**src/rtl/core_writeback_pkg.sv**
```systemverilog
// ----------------------------------------------------------------------------
// core_writeback_pkg
// Shared widths and types for the writeback stage.
//   word      : 32-bit architectural data value
//   reg_num   : 4-bit architectural register number
//   hword     : 16-bit mask, one bit per architectural register
//   wb_entry  : one pending register write {valid, rd, value}
//   onehot()  : register number to a single-bit register mask
// ----------------------------------------------------------------------------
package core_writeback_pkg;

    localparam int WORD_W    = 32;
    localparam int REG_NUM_W = 4;
    localparam int HWORD_W   = 16;

    typedef logic [WORD_W-1:0]    word;
    typedef logic [REG_NUM_W-1:0] reg_num;
    typedef logic [HWORD_W-1:0]   hword;

    typedef struct packed {
        logic   valid;
        reg_num rd;
        word    value;
    } wb_entry;

    function automatic hword onehot(input reg_num r);
        onehot = hword'(16'h0001) << r;
    endfunction

endpackage

```
**src/rtl/core_wb_buffer.sv**
```systemverilog
// ----------------------------------------------------------------------------
// core_wb_buffer
// One-entry holding buffer in front of the writeback arbiter for a single
// execution unit (multiplier, load/store or branch link).
//   clk, rst_n        : clock, asynchronous active-low reset
//   in_valid/rd/value : live result from the unit
//   drain             : the current candidate is consumed this cycle
//                       (granted a write port, or killed by a newer ALU write)
//   cand              : candidate presented to the arbiter; buffer contents
//                       when occupied, otherwise the live input (bypass)
//   stall             : buffer occupied and not draining; unit must hold
// ----------------------------------------------------------------------------
module core_wb_buffer
    import core_writeback_pkg::*;
(
    input  logic    clk,
    input  logic    rst_n,
    input  logic    in_valid,
    input  reg_num  in_rd,
    input  word     in_value,
    input  logic    drain,
    output wb_entry cand,
    output logic    stall
);

    wb_entry buf_q;
    wb_entry buf_d;
    wb_entry live;

    always_comb begin
        live.valid = in_valid;
        live.rd    = in_rd;
        live.value = in_value;
    end

    // The buffered result is always older than the live input, so it has to
    // leave first; the live input only competes when the buffer is empty.
    always_comb begin
        cand  = buf_q.valid ? buf_q : live;
        stall = buf_q.valid && !drain;
    end

    // Occupied and draining: the unit saw stall low, so whatever it presents
    // now is a fresh result that takes the freed slot on the same edge.
    // Empty: a live result that was neither granted nor killed is captured.
    always_comb begin
        buf_d = buf_q;
        if (buf_q.valid) begin
            if (drain) begin
                buf_d = live;
            end
        end else if (in_valid && !drain) begin
            buf_d = live;
        end
    end

    always_ff @(posedge clk or negedge rst_n) begin
        if (!rst_n) begin
            buf_q <= '0;
        end else begin
            buf_q <= buf_d;
        end
    end

endmodule

```
**src/rtl/core_writeback.sv**
```systemverilog
// ----------------------------------------------------------------------------
// core_writeback
// Writeback arbiter for the dual-issue pipeline. Collects results from two
// ALUs (never stalled) and three buffered units (ldst, mul, branch) and drives
// the two register-file write ports one cycle after the grant.
//   clk, rst_n                 : clock, asynchronous active-low reset
//   alu_{a,b}_valid/rd/value   : ALU results, always granted
//   {mul,ldst,branch}_valid/rd/value : unit results
//   wb_stall_{mul,ldst,branch} : unit must hold its presented result
//   wr_en_{a,b}, wr_r_{a,b}, wr_value_{a,b} : registered write ports
//   mask_pending               : registers targeted by buffered results
//                                that are not leaving this cycle
// Candidate priority: alu_a, alu_b, ldst, mul, branch. First grant goes to
// port A, second to port B.
// ----------------------------------------------------------------------------
module core_writeback
    import core_writeback_pkg::*;
(
    input  logic   clk,
    input  logic   rst_n,
    input  logic   alu_a_valid,
    input  reg_num alu_a_rd,
    input  word    alu_a_value,
    input  logic   alu_b_valid,
    input  reg_num alu_b_rd,
    input  word    alu_b_value,
    input  logic   mul_valid,
    input  reg_num mul_rd,
    input  word    mul_value,
    input  logic   ldst_valid,
    input  reg_num ldst_rd,
    input  word    ldst_value,
    input  logic   branch_valid,
    input  reg_num branch_rd,
    input  word    branch_value,
    output logic   wb_stall_mul,
    output logic   wb_stall_ldst,
    output logic   wb_stall_branch,
    output logic   wr_en_a,
    output logic   wr_en_b,
    output reg_num wr_r_a,
    output reg_num wr_r_b,
    output word    wr_value_a,
    output word    wr_value_b,
    output hword   mask_pending
);

    wb_entry cand_mul;
    wb_entry cand_ldst;
    wb_entry cand_branch;

    logic drain_mul;
    logic drain_ldst;
    logic drain_branch;

    logic grant_mul;
    logic grant_ldst;
    logic grant_branch;

    logic drop_mul;
    logic drop_ldst;
    logic drop_branch;

    hword alu_mask;
    logic free1;
    logic free2;
    logic elig_ldst;
    logic elig_mul;
    logic elig_branch;

    wb_entry req [5];
    wb_entry port_a_d;
    wb_entry port_b_d;

    core_wb_buffer u_buf_mul (
        .clk      (clk),
        .rst_n    (rst_n),
        .in_valid (mul_valid),
        .in_rd    (mul_rd),
        .in_value (mul_value),
        .drain    (drain_mul),
        .cand     (cand_mul),
        .stall    (wb_stall_mul)
    );

    core_wb_buffer u_buf_ldst (
        .clk      (clk),
        .rst_n    (rst_n),
        .in_valid (ldst_valid),
        .in_rd    (ldst_rd),
        .in_value (ldst_value),
        .drain    (drain_ldst),
        .cand     (cand_ldst),
        .stall    (wb_stall_ldst)
    );

    core_wb_buffer u_buf_branch (
        .clk      (clk),
        .rst_n    (rst_n),
        .in_valid (branch_valid),
        .in_rd    (branch_rd),
        .in_value (branch_value),
        .drain    (drain_branch),
        .cand     (cand_branch),
        .stall    (wb_stall_branch)
    );

    // A unit candidate aimed at a register an ALU writes this cycle is stale
    // and is dropped. Among units sharing an rd only the highest-priority one
    // may go; the others wait so their writes stay in order. A dropped higher
    // unit shares its rd with an ALU, so the lower one is dropped as well.
    always_comb begin
        alu_mask = '0;
        if (alu_a_valid) alu_mask = alu_mask | onehot(alu_a_rd);
        if (alu_b_valid) alu_mask = alu_mask | onehot(alu_b_rd);

        drop_ldst   = cand_ldst.valid   && ((alu_mask & onehot(cand_ldst.rd))   != '0);
        drop_mul    = cand_mul.valid    && ((alu_mask & onehot(cand_mul.rd))    != '0);
        drop_branch = cand_branch.valid && ((alu_mask & onehot(cand_branch.rd)) != '0);

        elig_ldst   = cand_ldst.valid && !drop_ldst;
        elig_mul    = cand_mul.valid && !drop_mul
                      && !(cand_ldst.valid && cand_ldst.rd == cand_mul.rd);
        elig_branch = cand_branch.valid && !drop_branch
                      && !(cand_ldst.valid && cand_ldst.rd == cand_branch.rd)
                      && !(cand_mul.valid && cand_mul.rd == cand_branch.rd);

        free1 = !(alu_a_valid && alu_b_valid);
        free2 = !alu_a_valid && !alu_b_valid;

        grant_ldst = elig_ldst && free1;
        grant_mul  = elig_mul && (grant_ldst ? free2 : free1);
        if (grant_ldst && grant_mul) begin
            grant_branch = 1'b0;
        end else if (grant_ldst || grant_mul) begin
            grant_branch = elig_branch && free2;
        end else begin
            grant_branch = elig_branch && free1;
        end

        drain_ldst   = grant_ldst || drop_ldst;
        drain_mul    = grant_mul || drop_mul;
        drain_branch = grant_branch || drop_branch;
    end

    // Fill the two ports from the granted requests in priority order.
    always_comb begin
        req[0].valid = alu_a_valid;
        req[0].rd    = alu_a_rd;
        req[0].value = alu_a_value;
        req[1].valid = alu_b_valid;
        req[1].rd    = alu_b_rd;
        req[1].value = alu_b_value;
        req[2].valid = grant_ldst;
        req[2].rd    = cand_ldst.rd;
        req[2].value = cand_ldst.value;
        req[3].valid = grant_mul;
        req[3].rd    = cand_mul.rd;
        req[3].value = cand_mul.value;
        req[4].valid = grant_branch;
        req[4].rd    = cand_branch.rd;
        req[4].value = cand_branch.value;

        port_a_d = '0;
        port_b_d = '0;
        for (int i = 0; i < 5; i++) begin
            if (req[i].valid) begin
                if (!port_a_d.valid) begin
                    port_a_d = req[i];
                end else if (!port_b_d.valid) begin
                    port_b_d = req[i];
                end
            end
        end
    end

    // A buffer draining this cycle no longer blocks readers of its rd; that
    // is exactly the stall condition, so stall doubles as the mask qualifier.
    always_comb begin
        mask_pending = '0;
        if (wb_stall_ldst)   mask_pending = mask_pending | onehot(cand_ldst.rd);
        if (wb_stall_mul)    mask_pending = mask_pending | onehot(cand_mul.rd);
        if (wb_stall_branch) mask_pending = mask_pending | onehot(cand_branch.rd);
    end

    always_ff @(posedge clk or negedge rst_n) begin
        if (!rst_n) begin
            wr_en_a    <= 1'b0;
            wr_en_b    <= 1'b0;
            wr_r_a     <= '0;
            wr_r_b     <= '0;
            wr_value_a <= '0;
            wr_value_b <= '0;
        end else begin
            wr_en_a    <= port_a_d.valid;
            wr_en_b    <= port_b_d.valid;
            wr_r_a     <= port_a_d.rd;
            wr_r_b     <= port_b_d.rd;
            wr_value_a <= port_a_d.value;
            wr_value_b <= port_b_d.value;
        end
    end

endmodule
```
**config.mk**
```make
export PLATFORM = sky130hd
export DESIGN_NAME = core_writeback
export DESIGN_NICKNAME = d
export VERILOG_FILES = /design/src/rtl/core_writeback_pkg.sv /design/src/rtl/core_wb_buffer.sv /design/src/rtl/core_writeback.sv
export SDC_FILE = /design/constraint.sdc
export NUM_CORES = 1
export LEC_CHECK = 0
export ABC_CLOCK_PERIOD_IN_PS = 10800
export BUFFER_PORTS_ARGS = -buffer_cell sky130_fd_sc_hd__buf_4
export CELL_PAD_IN_SITES_DETAIL_PLACEMENT = 1
export CELL_PAD_IN_SITES_GLOBAL_PLACEMENT = 2
export CORE_ASPECT_RATIO = 1.5
export CORE_MARGIN = 1
export CORE_UTILIZATION = 37
export CTS_CLUSTER_SIZE = 24
export DETAILED_ROUTE_END_ITERATION = 12
export GPL_ROUTABILITY_DRIVEN = 0
export HOLD_SLACK_MARGIN = 0.08
export PLACE_DENSITY = 0.95
export REMOVE_ABC_BUFFERS = 1
export SLEW_MARGIN = 25
export SYNTH_ARGS = -nofsm -noshare
export SYNTH_HDL_FRONTEND = slang
export SYNTH_SLANG_ARGS = --single-unit
```
**constraint.sdc**
```tcl
create_clock -name clk -period 10.8 [get_ports clk]
set_input_delay 0.54 -clock clk [delete_from_list [all_inputs] [get_ports clk]]
set_output_delay 0.54 -clock clk [all_outputs]
set_load 0.02 [all_outputs]
```
==> results.md <==
* CP max-delay cell: dfrtp_4
* Combinational power share at 49.3%
* Clk network pwr share at 18.9%
* Status: finished, final reports clean
* Worst-path fanout max at 54
* Core area at 30160 um^2
* Multi-input logic area at 6334 um^2
* EDFF count, synth at 0
* Synth warnings at 0
* CP top delay family: simple AND/OR/NAND/NOR gates
* Setup crit end kind: output pin
* Sw frac at 39.74%
* DR vias/cell at 6.150
* Routed vias at 10500
* Syn avg cell area at 10.76 um^2
* TritonCTS clock tree: built
* Most common cell on crit path: o22ai_1
* Crit Path Category: flop to output pin
* Post-route ant nets at 0
* Synth cell count leaders: dfrtp_1, mux2_2, nand2_1
* Root Driver: clkbuf_16
* Pint at 2.197 mW
* Initial DRT Pass Iterations at 7
* CP max stage delay at 1.06 ns
* Full die area at 31290 um^2
* Cells after Synth at 1051
* Flop pwr share at 31.8%
* Drt wl/cell at 25.45 um
* Number of global-route vias before repair at 11330
* DP HPWL at 29.88 mm
* Cell Area, Placed at 13790 um^2
* Final Hold Vio Count at 0
* Fin. max-slew vios at 0
* Die span in x at 144.8 um
* Total wire length at 43.45 mm
* Dpl cells at 1670
* Clock transition at the registers of the reported paths at 0.07 ns
* Setup Skew at 0.009348 ns
* Cell taking the most area after synthesis: dfrtp_1
* Critical Path, Cell by Cell: nand2b_1 > o22ai_1 > a222oi_1 > o22ai_1 > nor4b_1 > o31a_1 > nand4_1 > nor3b_1 > a221o_1 > buf_4
* Final std cells w/o fill at 1707
* Area Overhead vs Synth at 27.81%
* # resized after CTS at 0
* First-pass GRT wire length at 65.24 mm
* Synth top area cells: dfrtp_1, mux2_2, mux2i_1
* Main synth FF type: dfrtp_1
* Ys async rst share at 100.0%
* Largest net degree at the start of global routing at 117
* Pwr per Cell Area at 252.2 nW/um^2
* Worst Tran Pin Value at 0.9589 ns
* Global route overflow at 0
* CP Buf/Inv Count at 1
* Detailed Route Iter0 Violations at 640
* IO Pins at 280
* Post-route design area at 14460 um^2
* P_leak at 6.425 nW
* F_max at 183.8 MHz
* Reg area at 4636 um^2
* Count of standard-cell rows at 78
* FF-to-FF setup slack at 5.79 ns
* Tot Pwr at 3.646 mW
* MaxCap Viol Count at 0
* Setup violations, final at 0
* Initial antenna violation count at 4
* Yosys top cell area share at 40.92%
* CTS Buffer Depth at 2
* Flops & latches, synth at 185
* Layout cell share with drive strength beyond 1 at 38.07%
* # port buffers at 279
* Crit path time final at 5.441 ns
* Hold_buf cts at 0
* Die Height at 216.2 um
* Register area share after synthesis at 40.92%
* Setup Fix Bufs, Post-CTS at 0
* GRT Util Overall at 28.28%
* CP arrival at 4.90 ns
* FILL cells at 3333
* NetSw at 1.449 mW
* Final Util at 47.95%
* CTS H-Tree Depth at 4
* Most common cell in the netlist: dfrtp_1
* Synthesized area at 11310 um^2
* CP startpoint kind: flop
* Final setup margin at 5.359 ns
* Rel. slew slack at 36.08%
* Peak VDD IR at 0.0001300 V
* Clk sinks at 185
* Setup TNS at 0 ns
* Drc violations at 0
* Hold WS at 0.1712 ns
* Number of buffers created by CTS at 17
* Worst Hold Class: primary input to asynchronous set/reset pin
* Pre-CTS setup slack at 5.787 ns
* Worst Path Required at 10.26 ns
* Unique masters post-synth at 59
* Final Cycle Share at 50.38%
* Starting Density at 37.52%
* Clk_lat worst skew at 0.46 ns
* Final nets at 1477
* RSZ-0062 raised after global routing: false
-- flip-flops by register name, summed over array words and instances, names as in the netlist --
register,count
u_buf_branch.buf_q,37
u_buf_ldst.buf_q,37
u_buf_mul.buf_q,37
wr_en_a,1
wr_en_b,1
wr_r_a,4
wr_r_b,4
wr_value_a,32
wr_value_b,32
-- final timing paths --
path | start | endpoint | cells past startpoint
worst max-delay path | u_buf_branch.buf_q[36] | mask_pending[14] | 10
worst min-delay path | rst_n | wr_value_b[17] | 1
worst max register to register | u_buf_branch.buf_q[36] | u_buf_branch.buf_q[28] | 10
worst min register to register | u_buf_branch.buf_q[8] | u_buf_branch.buf_q[8] | 1
max in group asynchronous | rst_n | u_buf_branch.buf_q[36] | 2
min in group clk | branch_value[24] | u_buf_branch.buf_q[24] | 2
-- final cells by class --
type                            count  share of cell area [%]
Inverter                           14                  0.3634
Multi-Input combinational cell    775                   43.80
Clock inverter                     10                   1.151
Sequential cell                   185                   32.06
Antenna cell                        4                 0.06922
Tap cell                          400                   3.461
Timing Repair Buffer              297                   15.89
Clock buffer                       22                   3.210
-- cells by family (layout without fill, tap and decap cells) --
logic type | Yosys count | after routing | synth area share [%]
mux | 237 | 237 | 24.02
xor+xnor | 15 | 15 | 1.161
other cells | 0 | 4 | 0
compound gates | 276 | 276 | 18.47
flops | 185 | 185 | 40.92
simple gates | 243 | 243 | 11.37
buf+inv | 91 | 343 | 3.694
fa+ha+maj | 4 | 4 | 0.3650
-- routing by layer --
metal / wire length [um] / track usage, % / up-vias / share of wire, %
met5: 0 / 0 / - / 0
li1: - / - / 4541 / -
met2: 22720 / 49.92 / 460 / 52
met1: 15590 / 29.65 / 5344 / 36
met4: 2690 / 19.33 / 0 / 6.2
met3: 2449 / 5.722 / 153 / 5.6
-- power by group through the flow --
stage	registers (mW)	clock network, mW	logic [mW]
after floorplan	1.25	0	1.04
after global placement	1.15	0	1.73
after detailed placement	1.16	0	1.78
after CTS	1.16	0.699	1.79
after global routing	1.19	0.719	1.91
final	1.16	0.688	1.80
-- cells in the final DEF (no fill, tap or decap), types with 17 or more instances in the layout --
master	instances
a222oi_1	39
a22oi_1	33
buf_4	293
clkbuf_16	17
dfrtp_1	182
mux2_1	29
mux2_2	114
mux2_4	30
mux2i_1	61
nand2_1	79
nand2b_1	40
nor2_1	26
nor3_1	18
o211ai_1	32
o21ai_0	60
o22ai_1	32
o32ai_1	20
Power figures use the tool's default switching activity.
